### config.mk
export PLATFORM = sky130hd
export DESIGN_NAME = parking_slot_ledger_flat
export DESIGN_NICKNAME = d
export VERILOG_FILES = /design/src/rtl/parking_slot_ledger_if.sv /design/src/rtl/parking_slot_ledger.sv /design/src/flat_wrapper.sv
export SDC_FILE = /design/constraint.sdc
export NUM_CORES = 1
export LEC_CHECK = 0
export CORE_MARGIN = 2
export CORE_UTILIZATION = 50
export CTS_CLUSTER_DIAMETER = 30
export DETAILED_ROUTE_END_ITERATION = 7
export GPL_ROUTABILITY_DRIVEN = 0
export HOLD_SLACK_MARGIN = 0.15
export PLACE_DENSITY = 0.68
export SETUP_SLACK_MARGIN = 0.1
export SYNTH_ARGS = -nofsm -noshare
export SYNTH_HDL_FRONTEND = slang
export SYNTH_SLANG_ARGS = --single-unit
### constraint.sdc
create_clock -name clk -period 6 [get_ports clk]
set_input_delay 1.8 -clock clk [delete_from_list [all_inputs] [get_ports clk]]
set_output_delay 1.8 -clock clk [all_outputs]
set_load 0.005 [all_outputs]
### src/rtl/parking_slot_ledger_if.sv
// -----------------------------------------------------------------------------
// parking_slot_ledger_if
// Request/response bundle between the slot selector/keypad decoder (master)
// and the parking slot ledger (slave).
//   timer      master->slave  free-running time base
//   in_req     master->slave  check-in request pulse
//   in_slot    master->slave  slot to check in
//   out_req    master->slave  check-out request pulse
//   out_slot   master->slave  slot to check out
//   in_ack     slave->master  check-in accepted pulse
//   in_err     slave->master  check-in rejected pulse
//   in_granted slave->master  slot written, valid with in_ack
//   out_valid  slave->master  check-out accepted pulse
//   out_err    slave->master  check-out rejected pulse
//   duration   slave->master  parked time, valid with out_valid
//   occupied   slave->master  bit k-1 set = slot k occupied
//   free_count slave->master  number of unoccupied slots
//   full       slave->master  no free slot left
// -----------------------------------------------------------------------------
interface parking_slot_ledger_if #(
    parameter int NUM_SLOTS = 6,
    parameter int TIME_W    = 11,
    parameter int SEL_W     = 4
);
    logic [TIME_W-1:0]    timer;
    logic                 in_req;
    logic [SEL_W-1:0]     in_slot;
    logic                 out_req;
    logic [SEL_W-1:0]     out_slot;
    logic                 in_ack;
    logic                 in_err;
    logic [SEL_W-1:0]     in_granted;
    logic                 out_valid;
    logic                 out_err;
    logic [TIME_W-1:0]    duration;
    logic [NUM_SLOTS-1:0] occupied;
    logic [SEL_W-1:0]     free_count;
    logic                 full;

    modport master (
        output timer, in_req, in_slot, out_req, out_slot,
        input  in_ack, in_err, in_granted, out_valid, out_err,
        input  duration, occupied, free_count, full
    );

    modport slave (
        input  timer, in_req, in_slot, out_req, out_slot,
        output in_ack, in_err, in_granted, out_valid, out_err,
        output duration, occupied, free_count, full
    );
endinterface

### src/rtl/parking_slot_ledger.sv
// -----------------------------------------------------------------------------
// parking_slot_ledger
// Keeps one check-in timestamp and one occupied flag per parking slot.
// Check-in stores the current timer value; check-out returns the elapsed
// time (modulo 2**TIME_W) and frees the slot. Free-slot count and full flag
// are maintained for the gate/display logic. All responses are registered
// one-cycle pulses answering the request sampled on the previous edge.
//
// Ports:
//   clk    system clock, all state on rising edge
//   reset  synchronous active-high reset
//   bus    parking_slot_ledger_if.slave (requests in, responses/status out)
//
// Optional feature macro: CHECKIN_AUTO_ASSIGN_EN
//   defined   : in_slot == 0 picks the lowest-numbered free slot
//   undefined : in_slot == 0 is rejected like any out-of-range slot
// -----------------------------------------------------------------------------
module parking_slot_ledger #(
    parameter int NUM_SLOTS = 6,
    parameter int TIME_W    = 11,
    parameter int SEL_W     = 4
) (
    input  logic                   clk,
    input  logic                   reset,
    parking_slot_ledger_if.slave   bus
);

    // One-hot select of a slot number; out-of-range numbers give all zeros.
    function automatic logic [NUM_SLOTS-1:0] slot_decode(input logic [SEL_W-1:0] slot);
        logic [NUM_SLOTS-1:0] oh;
        oh = '0;
        for (int i = 0; i < NUM_SLOTS; i++) begin
            if (slot == SEL_W'(i + 1)) begin
                oh[i] = 1'b1;
            end else begin
                oh[i] = 1'b0;
            end
        end
        return oh;
    endfunction

    // Keep only the lowest set bit of a vector.
    function automatic logic [NUM_SLOTS-1:0] lowest_one(input logic [NUM_SLOTS-1:0] vec);
        logic [NUM_SLOTS-1:0] oh;
        logic                 found;
        oh    = '0;
        found = 1'b0;
        for (int i = 0; i < NUM_SLOTS; i++) begin
            if (vec[i] && !found) begin
                oh[i] = 1'b1;
                found = 1'b1;
            end else begin
                oh[i] = 1'b0;
            end
        end
        return oh;
    endfunction

    // One-hot select back to a 1-based slot number.
    function automatic logic [SEL_W-1:0] slot_encode(input logic [NUM_SLOTS-1:0] oh);
        logic [SEL_W-1:0] num;
        num = '0;
        for (int i = 0; i < NUM_SLOTS; i++) begin
            if (oh[i]) begin
                num = num | SEL_W'(i + 1);
            end else begin
                num = num;
            end
        end
        return num;
    endfunction

    logic [TIME_W-1:0]    stamp_r [NUM_SLOTS];
    logic [NUM_SLOTS-1:0] occupied_r;
    logic [SEL_W-1:0]     free_count_r;
    logic                 full_r;
    logic                 in_ack_r;
    logic                 in_err_r;
    logic [SEL_W-1:0]     in_granted_r;
    logic                 out_valid_r;
    logic                 out_err_r;
    logic [TIME_W-1:0]    duration_r;

    logic [NUM_SLOTS-1:0] in_sel_s;
    logic [NUM_SLOTS-1:0] out_sel_s;
    logic                 in_ok_s;
    logic                 out_ok_s;
    logic [TIME_W-1:0]    out_stamp_s;
    logic [NUM_SLOTS-1:0] occupied_next_s;
    logic [SEL_W-1:0]     free_next_s;

    // Judge both requests against pre-edge occupancy and form next state.
    always_comb begin
        in_sel_s = slot_decode(bus.in_slot);
`ifdef CHECKIN_AUTO_ASSIGN_EN
        // Auto-assign only sees pre-edge occupancy, so a slot freed by a
        // same-cycle check-out is not a candidate.
        if (bus.in_slot == {SEL_W{1'b0}}) begin
            in_sel_s = lowest_one(~occupied_r);
        end else begin
            in_sel_s = slot_decode(bus.in_slot);
        end
`endif
        out_sel_s = slot_decode(bus.out_slot);

        // A free target is required; same-slot collisions resolve naturally
        // because the check-out target must be occupied.
        in_ok_s  = bus.in_req  && ((in_sel_s  & ~occupied_r) != '0);
        out_ok_s = bus.out_req && ((out_sel_s &  occupied_r) != '0);

        out_stamp_s = '0;
        for (int i = 0; i < NUM_SLOTS; i++) begin
            if (out_sel_s[i]) begin
                out_stamp_s = out_stamp_s | stamp_r[i];
            end else begin
                out_stamp_s = out_stamp_s;
            end
        end

        occupied_next_s = occupied_r;
        if (out_ok_s) begin
            occupied_next_s = occupied_next_s & ~out_sel_s;
        end else begin
            occupied_next_s = occupied_next_s;
        end
        if (in_ok_s) begin
            occupied_next_s = occupied_next_s | in_sel_s;
        end else begin
            occupied_next_s = occupied_next_s;
        end

        free_next_s = free_count_r
                    + (out_ok_s ? SEL_W'(1) : SEL_W'(0))
                    - (in_ok_s  ? SEL_W'(1) : SEL_W'(0));
    end

    // Ledger state and registered response pulses.
    always_ff @(posedge clk) begin
        if (reset) begin
            for (int i = 0; i < NUM_SLOTS; i++) begin
                stamp_r[i] <= {TIME_W{1'b0}};
            end
            occupied_r   <= {NUM_SLOTS{1'b0}};
            free_count_r <= SEL_W'(NUM_SLOTS);
            full_r       <= 1'b0;
            in_ack_r     <= 1'b0;
            in_err_r     <= 1'b0;
            in_granted_r <= {SEL_W{1'b0}};
            out_valid_r  <= 1'b0;
            out_err_r    <= 1'b0;
            duration_r   <= {TIME_W{1'b0}};
        end else begin
            for (int i = 0; i < NUM_SLOTS; i++) begin
                if (in_ok_s && in_sel_s[i]) begin
                    stamp_r[i] <= bus.timer;
                end else begin
                    stamp_r[i] <= stamp_r[i];
                end
            end
            occupied_r   <= occupied_next_s;
            free_count_r <= free_next_s;
            full_r       <= (free_next_s == {SEL_W{1'b0}});
            in_ack_r     <= in_ok_s;
            in_err_r     <= bus.in_req && !in_ok_s;
            out_valid_r  <= out_ok_s;
            out_err_r    <= bus.out_req && !out_ok_s;
            if (in_ok_s) begin
                in_granted_r <= slot_encode(in_sel_s);
            end else begin
                in_granted_r <= in_granted_r;
            end
            // Subtraction in TIME_W bits gives the correct elapsed time
            // across a timer wrap.
            if (out_ok_s) begin
                duration_r <= bus.timer - out_stamp_s;
            end else begin
                duration_r <= duration_r;
            end
        end
    end

    assign bus.in_ack     = in_ack_r;
    assign bus.in_err     = in_err_r;
    assign bus.in_granted = in_granted_r;
    assign bus.out_valid  = out_valid_r;
    assign bus.out_err    = out_err_r;
    assign bus.duration   = duration_r;
    assign bus.occupied   = occupied_r;
    assign bus.free_count = free_count_r;
    assign bus.full       = full_r;

endmodule
### src/flat_wrapper.sv
// flat-port wrapper written by rule: the top's interface ports become plain ports
module parking_slot_ledger_flat 
#(
    parameter int NUM_SLOTS = 6,
    parameter int TIME_W    = 11,
    parameter int SEL_W     = 4
)
  (clk, reset, bus_timer, bus_in_req, bus_in_slot, bus_out_req, bus_out_slot, bus_in_ack, bus_in_err, bus_in_granted, bus_out_valid, bus_out_err, bus_duration, bus_occupied, bus_free_count, bus_full);
  parking_slot_ledger_if #(.NUM_SLOTS(NUM_SLOTS), .TIME_W(TIME_W), .SEL_W(SEL_W)) bus_i ();
  input  logic clk;
  input  logic reset;
  input wire logic [$bits(bus_i.timer)-1:0] bus_timer;
  input wire logic [$bits(bus_i.in_req)-1:0] bus_in_req;
  input wire logic [$bits(bus_i.in_slot)-1:0] bus_in_slot;
  input wire logic [$bits(bus_i.out_req)-1:0] bus_out_req;
  input wire logic [$bits(bus_i.out_slot)-1:0] bus_out_slot;
  output wire logic [$bits(bus_i.in_ack)-1:0] bus_in_ack;
  output wire logic [$bits(bus_i.in_err)-1:0] bus_in_err;
  output wire logic [$bits(bus_i.in_granted)-1:0] bus_in_granted;
  output wire logic [$bits(bus_i.out_valid)-1:0] bus_out_valid;
  output wire logic [$bits(bus_i.out_err)-1:0] bus_out_err;
  output wire logic [$bits(bus_i.duration)-1:0] bus_duration;
  output wire logic [$bits(bus_i.occupied)-1:0] bus_occupied;
  output wire logic [$bits(bus_i.free_count)-1:0] bus_free_count;
  output wire logic [$bits(bus_i.full)-1:0] bus_full;
  assign bus_i.timer = bus_timer;
  assign bus_i.in_req = bus_in_req;
  assign bus_i.in_slot = bus_in_slot;
  assign bus_i.out_req = bus_out_req;
  assign bus_i.out_slot = bus_out_slot;
  assign bus_in_ack = bus_i.in_ack;
  assign bus_in_err = bus_i.in_err;
  assign bus_in_granted = bus_i.in_granted;
  assign bus_out_valid = bus_i.out_valid;
  assign bus_out_err = bus_i.out_err;
  assign bus_duration = bus_i.duration;
  assign bus_occupied = bus_i.occupied;
  assign bus_free_count = bus_i.free_count;
  assign bus_full = bus_i.full;
  parking_slot_ledger #(.NUM_SLOTS(NUM_SLOTS), .TIME_W(TIME_W), .SEL_W(SEL_W)) u_core (.clk(clk), .reset(reset), .bus(bus_i));
endmodule
* Word level (Yosys, flattened, before mapping)
Memories as Yosys holds them, arrays and structs flattened. Index checks and enable logic that the tools add are counted.
Cells by class: add/subtract/negate cells 3, bitwise logic cells 23, reductions and logical operators 15, mux-type cells 78, equality and inequality tests 12
Operators by type and width (number):
- $mux W11 | 18
- $or A11 B11 Y11 | 5
- $mux W1 | 53
- $eq A4 B3 Y1 const B | 6
- $and A6 B6 Y6 | 3
- $eq A4 B2 Y1 const B | 4
- $mux W6 | 2
- $not A6 Y6 | 2
- $or A1 B1 Y1 | 12
- $reduce_bool A6 Y1 | 2
- $sub A11 B11 Y11 | 1
- $logic_and A1 B1 Y1 | 10
- $mux W3 | 3
- $eq A4 B1 Y1 const B | 2
- $or A6 B6 Y6 | 1
- $add A4 B4 Y4 | 1
- $logic_not A4 Y1 | 1
- $mux W2 | 2
- $sub A4 B4 Y4 | 1
- $logic_not A1 Y1 | 2
Storage, ports and cells: register bits 30, memory bits (writable) 66, bits of input ports 23, output and inout bits 30, memories 1, word-level logic and storage cells 141
Memories:
- u_core.stamp_r | words 6, width 11, read ports 6, clocked after Yosys merged registers in 0, write ports 6, RTL line parking_slot_ledger.sv:73 | logic [TIME_W-1:0] stamp_r [NUM_SLOTS];

* Logic depth before layout (Yosys ltp)
Gate-level depths: netlist of the first run.
depth after elaboration 14, gate-level depth with buffers 14, gate-level depth less buffers 12

* Worst setup path before layout of the first run
OpenSTA, ideal clock, no wires.
path kind input -> register, from input bus_out_slot[2], to register u_core.duration_r[10], in the netlist u_core.bus.duration[10], path buffers 1, stages 12, arrival time 4.577 ns, data required time 5.873 ns, setup slack 1.296 ns, library setup time 0.127 ns, cells stage by stage buf_2 nor3_1 a22oi_1 nand3_1 ha_1 inv_1 fa_1 a21o_1 a221o_1 o21ai_0 nor4b_1 or3_1
On the way: cells in the longest elaborated chain, start to end 14, elaborated cells between the ends (all ways) 27, classes of those cells 1 x add/sub; 6 x eq/ne; 12 x mux; 6 x bitwise; 2 x reduce/logical
Ends and longest elaborated chain:
- from (decl) | RTL line flat_wrapper.sv:16 | input wire logic [$bits(bus_i.out_slot)-1:0] bus_out_slot;
- $eq A4 B1 Y1 | RTL line parking_slot_ledger.sv:33 | if (slot == SEL_W'(i + 1)) begin
- $mux W1 | RTL line parking_slot_ledger.sv:33
- $mux W11 | RTL line parking_slot_ledger.sv:113 | if (out_sel_s[i]) begin
- $or A11 B11 Y11 | RTL line parking_slot_ledger.sv:114 | out_stamp_s = out_stamp_s | stamp_r[i];
- $mux W11 | RTL line parking_slot_ledger.sv:113
- $or A11 B11 Y11 | RTL line parking_slot_ledger.sv:114
- $mux W11 | RTL line parking_slot_ledger.sv:113
- $or A11 B11 Y11 | RTL line parking_slot_ledger.sv:114
- $mux W11 | RTL line parking_slot_ledger.sv:113
- $or A11 B11 Y11 | RTL line parking_slot_ledger.sv:114
- $mux W11 | RTL line parking_slot_ledger.sv:113
- $or A11 B11 Y11 | RTL line parking_slot_ledger.sv:114
- $mux W11 | RTL line parking_slot_ledger.sv:113
- $sub A11 B11 Y11 | RTL line parking_slot_ledger.sv:175 | duration_r <= bus.timer - out_stamp_s;
- to (signal assigned) | RTL line parking_slot_ledger.sv:151 | duration_r <= {TIME_W{1'b0}};
- to (signal assigned) | RTL line parking_slot_ledger.sv:175
- to (signal assigned) | RTL line parking_slot_ledger.sv:177 | duration_r <= duration_r;
- to (decl) | RTL line parking_slot_ledger.sv:82 | logic [TIME_W-1:0] duration_r;
Several ways; a longest one is shown, not always the timed one. A chain may end at the register's enable or synchronous reset.

* Worst setup path after layout of the first run
from input bus_out_slot[3], to register u_core.duration_r[8], in the netlist u_core.bus.duration[8]
The elaborated chain is that of the path after synthesis.

==> results of run 1 <==
==> area by class of cell <==
cell class	instances	area, um2
Clock buffer	9	124
Clock inverter	7	103
Fill cell	754	3660
Inverter	15	58.8
Multi-Input combinational cell	282	1940
Sequential cell	95	2560
Tap cell	111	139
Timing Repair Buffer	59	566
==> worst paths after layout <==
check | from | to | slack, ns | cells after the start
worst max-delay path | bus_out_slot[3] | u_core.bus.duration[8] | 0.85 | 14
worst min-delay path | u_core.bus.duration[3] | u_core.bus.duration[3] | 0.46 | 2
worst max register to register | u_core.bus.occupied[5] | u_core.bus.full | 3.05 | 10
worst min register to register | u_core.bus.duration[3] | u_core.bus.duration[3] | 0.46 | 2
==> flip-flops by register name (all words and copies together), names as in the netlist <==
register / flops
u_core.bus.duration: 11
u_core.bus.in_err: 1
u_core.bus.out_valid: 1
u_core.stamp_r: 66
u_core.bus.in_ack: 1
u_core.bus.out_err: 1
u_core.bus.in_granted: 3
u_core.bus.full: 1
u_core.bus.free_count: 4
u_core.bus.occupied: 6
==> Yosys cell counts, types with 3 or more instances <==
library cell,n
buf_6,3
o41ai_2,3
dfxtp_1,29
inv_1,13
or3_1,4
a22oi_1,21
nand2b_1,4
nor2b_1,63
o21ai_0,5
a221oi_1,9
clkbuf_1,10
edfxtp_1,66
nand2_1,36
xnor2_1,4
o211a_1,3
a21o_1,5
mux2i_1,8
ha_1,14
nor3_1,6
nand3_1,3
nor4_1,3
a21oi_1,21
nor2_1,22
a32oi_1,4
==> cells by family after synthesis <==
group | after synthesis | share of synthesized area [%]
mux | 9 | 1.96
buf+inv | 32 | 3.25
flops | 95 | 55.1
simple gates | 160 | 19.1
fa+ha+maj | 16 | 4.62
xor+xnor | 5 | 0.941
other cells | 1 | 0.0806
compound gates | 91 | 14.9
==> per-layer routing <==
metal	vias up	wire length, um	share of wire, %	GRT usage (%)
li1	1616	-	-	-
met1	1633	5050	46	32.5
met2	114	4920	45	34.1
met3	20	622	5.7	3.19
met4	0	290	2.7	10.1
met5	-	0	0	0
==> report_power, final <==
part           switching, mW  leakage [nW]  internal, mW
Combinational          0.114          1.04        0.0924
Sequential            0.0163         0.871         0.748
Clock                  0.241         0.111         0.240
==> cell usage in the layout, fill, tap and decap left out, drive strengths merged, types with 3 or more instances in the layout <==
master / instances
clkbuf: 9
o21ai: 6
a211oi: 3
a221oi: 9
inv: 18
nor3: 7
mux2i: 8
nor4: 3
a22oi: 21
a21oi: 22
ha: 14
clkdlybuf4s50: 50
nor2: 22
nand2b: 4
edfxtp: 66
nand3: 3
dfxtp: 29
o211a: 3
a21o: 5
a32oi: 4
nand2: 36
xnor2: 4
buf: 9
nor2b: 63
or3: 4
o41ai: 3
==> critical path, delay by kind of cell <==
kind | cells | cell delay [ns]
compound gates | 3 | 0.66
fa+ha+maj | 2 | 0.62
buf+inv | 3 | 0.96
simple gates | 6 | 1.32
==> reports/results.tsv, run 1 <==
metric	value	unit
Crit-path slowest cell	clkdlybuf4s50_1	
Post-CTS Hold Fix Bufs	0	
Async SR Flop Fraction	0	%
WHS	0.457	ns
drt wl/cell	18.8	um
Worst EP required	6.23	ns
Syn Area/Cell	11.4	um2
full die area	0.0101	mm2
GRT Residual Overflow	0	
Setup TNS	0	ns
htree depth	3	
Syn Inst Count	409	
Die Width	100	um
final instance area	0.00550	mm2
cell area after synthesis	0.00465	mm2
final worst slack	0.853	ns
type of the worst setup path	primary input to flop	
RSZ-0062 raised after global routing	no	
CTS tree	yes	
routed vias/inst	5.85	
Max-Cap Viols	0	
total CTS buffers	9	
Worst setup SP type	primary input	
# diodes	0	
final design utilization	60.0	%
Post-synth EDFFs	66	
Cell Area, Placed	0.00527	mm2
Synth Flop Type	edfxtp_1	
Worst Tran Pin Value	0.839	ns
Yosys reg bits	95	
post-synth top area cell	edfxtp_1	
setup bufs post-CTS	0	
Remaining DRCs	0	
drt pass-1 iters	5	
crit end category	flop	
most used cell, CP	nor3_1	
CTS Sinks	95	
Peak VDD IR	139	uV
share of cells above drive strength 1	8.35	%
arrival time worst endpoint	5.37	ns
Clock Pin Slew Worst Setup and Hold Paths	0.09	ns
status	completed	
HP Class	flop to flop	
critical path's largest stage delay	0.63	ns
Synth warnings	0	
clk root buf	clkbuf_8	
Tot Pwr	1.45	mW
Post-DRT Antenna Nets	0	
Placed Cells	562	
initial core utilization	50.8	%
iteration-0 DRC count of the detailed router	321	
FMAX	194	MHz
CP max FO	12	
Yosys cell types	63	
DRT Wirelength	10900	um
first-pass GRT wire length	17100	um
fin nets	501	
Pwr per Cell Area	264	mW/mm2
crit-path cells	clkdlybuf4s50_1 -> nand2b_1 -> nor3_1 -> buf_4 -> a22oi_1 -> nand3_1 -> ha_1 -> inv_1 -> fa_1 -> a21o_1 -> a221o_1 -> and4_1 -> nor4_1 -> nor3_1	
IO buf count	51	
Core Region	0.00915	mm2
Max Transition Viols Final	0	
# resized after CTS	0	
via count	3383	
# IOs	53	
deepest clock path buffer count	2	
Area growth syn-to-layout	18.1	%
Final Critical Period	5.15	ns
Seq/Total Area, Yosys	55.1	%
Setup Viol. Count Final	0	
post-synth top area share	42.6	%
# rows	35	
initial antenna violation count	0	
post-DP HPWL	7180	um
Leak	2.02	nW
Setup Skew	0.0166	ns
syn nets	448	
Synth area leaders	edfxtp_1 43%, dfxtp_1 12%, nor2b_1 8.5%	
Worst-Skew Late Latency	0.37	ns
final worst-path cycle share	85.8	%
die height	100	um
largest net degree at the start of global routing	81	
GRT Total Usage	22.6	%
pre-CTS WS	0.537	ns
vias in the first global route	3233	
Slew HR	44.0	%
fin cells	578	
Hold Violations, Final	0	
Power figures use the tool's default switching activity.
==> run 2, diff against run 1 <==
MAX_ROUTING_LAYER = met4   (was default)
==> reports/results.tsv, run 2 (synthesis gave the netlist of run 1 again) <==
metric	value	unit	change
status	completed		
Top reg by flops	u_core.stamp_r		
first-pass GRT wire length	17100	um	+0.16%
# diodes	0		unchanged
Crit-path slowest cell	clkdlybuf4s50_1		
Worst EP required	6.23	ns	about the same
pre-CTS WS	0.537	ns	unchanged
CP max FO	12		unchanged
sw power	369	uW	-0.36%
final worst-path cycle share	86.3	%	+0.49 points
Pwr per Cell Area	264	mW/mm2	about the same
Worst-Skew Late Latency	0.37	ns	about the same
routed vias/inst	5.85		about the same
initial core utilization	50.8	%	unchanged
Die Width	100	um	unchanged
setup bufs post-CTS	0		unchanged
clk root buf	clkbuf_8		
vias in the first global route	3238		+0.15%
Slew HR	44.0	%	about the same
FMAX	193	MHz	-0.56%
HP Class	flop to flop		
drt wl/cell	18.9	um	+0.27%
crit-path cells	clkdlybuf4s50_1 -> nand2b_1 -> nor3_1 -> buf_4 -> a22oi_1 -> nand3_1 -> ha_1 -> inv_1 -> fa_1 -> a21o_1 -> a221o_1 -> and4_1 -> nor4_1 -> nor3_1		
share of cells above drive strength 1	8.35	%	unchanged
GRT Total Usage	23.3	%	+0.72 points
Internal	1.08	mW	about the same
# rows	35		unchanged
full die area	0.0101	mm2	unchanged
arrival time worst endpoint	5.40	ns	+0.03 ns
DRT Wirelength	10900	um	+0.27%
Post-DRT Antenna Nets	0		unchanged
Leak	2.02	nW	unchanged
CTS tree	yes		
post-DP HPWL	7180	um	unchanged
fin nets	501		unchanged
Setup Skew	0.0167	ns	+0.0000788 ns
Reg area	0.00256	mm2	unchanged
multi-input logic area	0.00194	mm2	unchanged
CTS Sinks	95		unchanged
iteration-0 DRC count of the detailed router	278		-13%
drt pass-1 iters	4		-1
Setup TNS	0	ns	unchanged
initial antenna violation count	0		unchanged
Remaining DRCs	0		unchanged
largest net degree at the start of global routing	81		unchanged
RSZ-0062 raised after global routing	no		
commonest non-fill, non-tap cells in the layout	66 x edfxtp_1, 63 x nor2b_1, 50 x clkdlybuf4s50_1		
# resized after CTS	0		unchanged
combinational share of power	14.2	%	about the same
Worst Tran Pin Value	0.840	ns	+0.000624 ns
commonest non-fill, non-tap cell in the layout	edfxtp_1		
Worst setup SP type	primary input		
htree depth	3		unchanged
deepest clock path buffer count	2		unchanged
buffer and inverter count on the worst path	3		unchanged
type of the worst setup path	primary input to flop		
max FFs per register	66		unchanged
Clock Pin Slew Worst Setup and Hold Paths	0.10	ns	about the same
Final Critical Period	5.18	ns	+0.0292 ns
Peak VDD IR	139	uV	about the same
Post-CTS Hold Fix Bufs	0		unchanged
clock share of power	33.1	%	about the same
Setup Viol. Count Final	0		unchanged
Hold Violations, Final	0		unchanged
total CTS buffers	9		unchanged
critical path's largest stage delay	0.62	ns	about the same
most used cell, CP	nor3_1		
GRT Residual Overflow	0		unchanged
crit end category	flop		
die height	100	um	unchanged
via count	3384		+0.030%
Net Sw Frac	25.5	%	-0.068 points
final worst slack	0.824	ns	-0.0292 ns
Area growth syn-to-layout	18.1	%	unchanged
# IOs	53		unchanged
IO buf count	51		unchanged
number of fill cells	754		unchanged
Max Transition Viols Final	0		unchanged
Core Region	0.00915	mm2	unchanged
Max-Cap Viols	0		unchanged
Top Family by Delay on Critical Path	simple AND/OR/NAND/NOR gates		
sequential share of power	52.7	%	about the same
[run 2: worst paths after layout]
kind	startpoint	to	slack (ns)	cells past startpoint
worst max-delay path	bus_out_slot[3]	u_core.bus.duration[8]	0.82	14
worst min-delay path	u_core.bus.duration[3]	u_core.bus.duration[3]	0.46	2
worst max register to register	u_core.bus.occupied[5]	u_core.bus.full	3.05	10
worst min register to register	u_core.bus.duration[3]	u_core.bus.duration[3]	0.46	2
[run 2: metrics by stage]
| stage | power, mW | hold slack [ns] | utilization [%] | area (um2) | instances |
|---|---|---|---|---|---|
| after CTS | 1.46 | 0.455 | 60.0 | 5500 | 578 |
| after global routing | 1.50 | 0.473 | 60.0 | 5500 | 578 |
| after global placement | 0.980 | 0.440 | 57.6 | 5270 | 562 |
| after detailed placement | 0.984 | 0.445 | 57.6 | 5270 | 562 |
| final | 1.45 | 0.459 | 60.0 | 5500 | 578 |
| after floorplan | 0.904 | 0.448 | - | 4650 | 409 |
[run 2: power groups by stage]
stage | Combinational (mW) | Sequential [mW] | Clock, mW
finish | 0.206 | 0.764 | 0.479
global route | 0.229 | 0.767 | 0.506
CTS | 0.207 | 0.764 | 0.486
detailed placement | 0.205 | 0.779 | 0
global placement | 0.201 | 0.779 | 0
floorplan | 0.130 | 0.774 | 0
[run 2: final cells by class]
| type | count | area share [%] |
|---|---|---|
| well taps | 111 | 2.53 |
| flip-flops and latches | 95 | 46.6 |
| repair buffers | 59 | 10.3 |
| multi-input cells | 282 | 35.4 |
| clock inverters | 7 | 1.87 |
| inverters | 15 | 1.07 |
| clock buffers | 9 | 2.25 |
[run 2: routing by layer]
metal / track usage, % / up-vias / part of all wire, %
met3: 2.98 / 19 / 5.5
met4: 10.1 / 0 / 2.6
met2: 34.0 / 106 / 45
met5: - / - / 0
met1: 32.8 / 1644 / 47
li1: - / 1615 / -
[run 2: worst register-to-register path, stage by stage, from the launching register on]
cell and delay (ns):
dfxtp_1 0.37, mux2_1 0.30, or3_1 0.36, a21bo_2 0.25, inv_4 0.12, ha_1 0.24
inv_1 0.06, ha_1 0.18, fa_1 0.42, or2_2 0.32, nor4bb_1 0.28
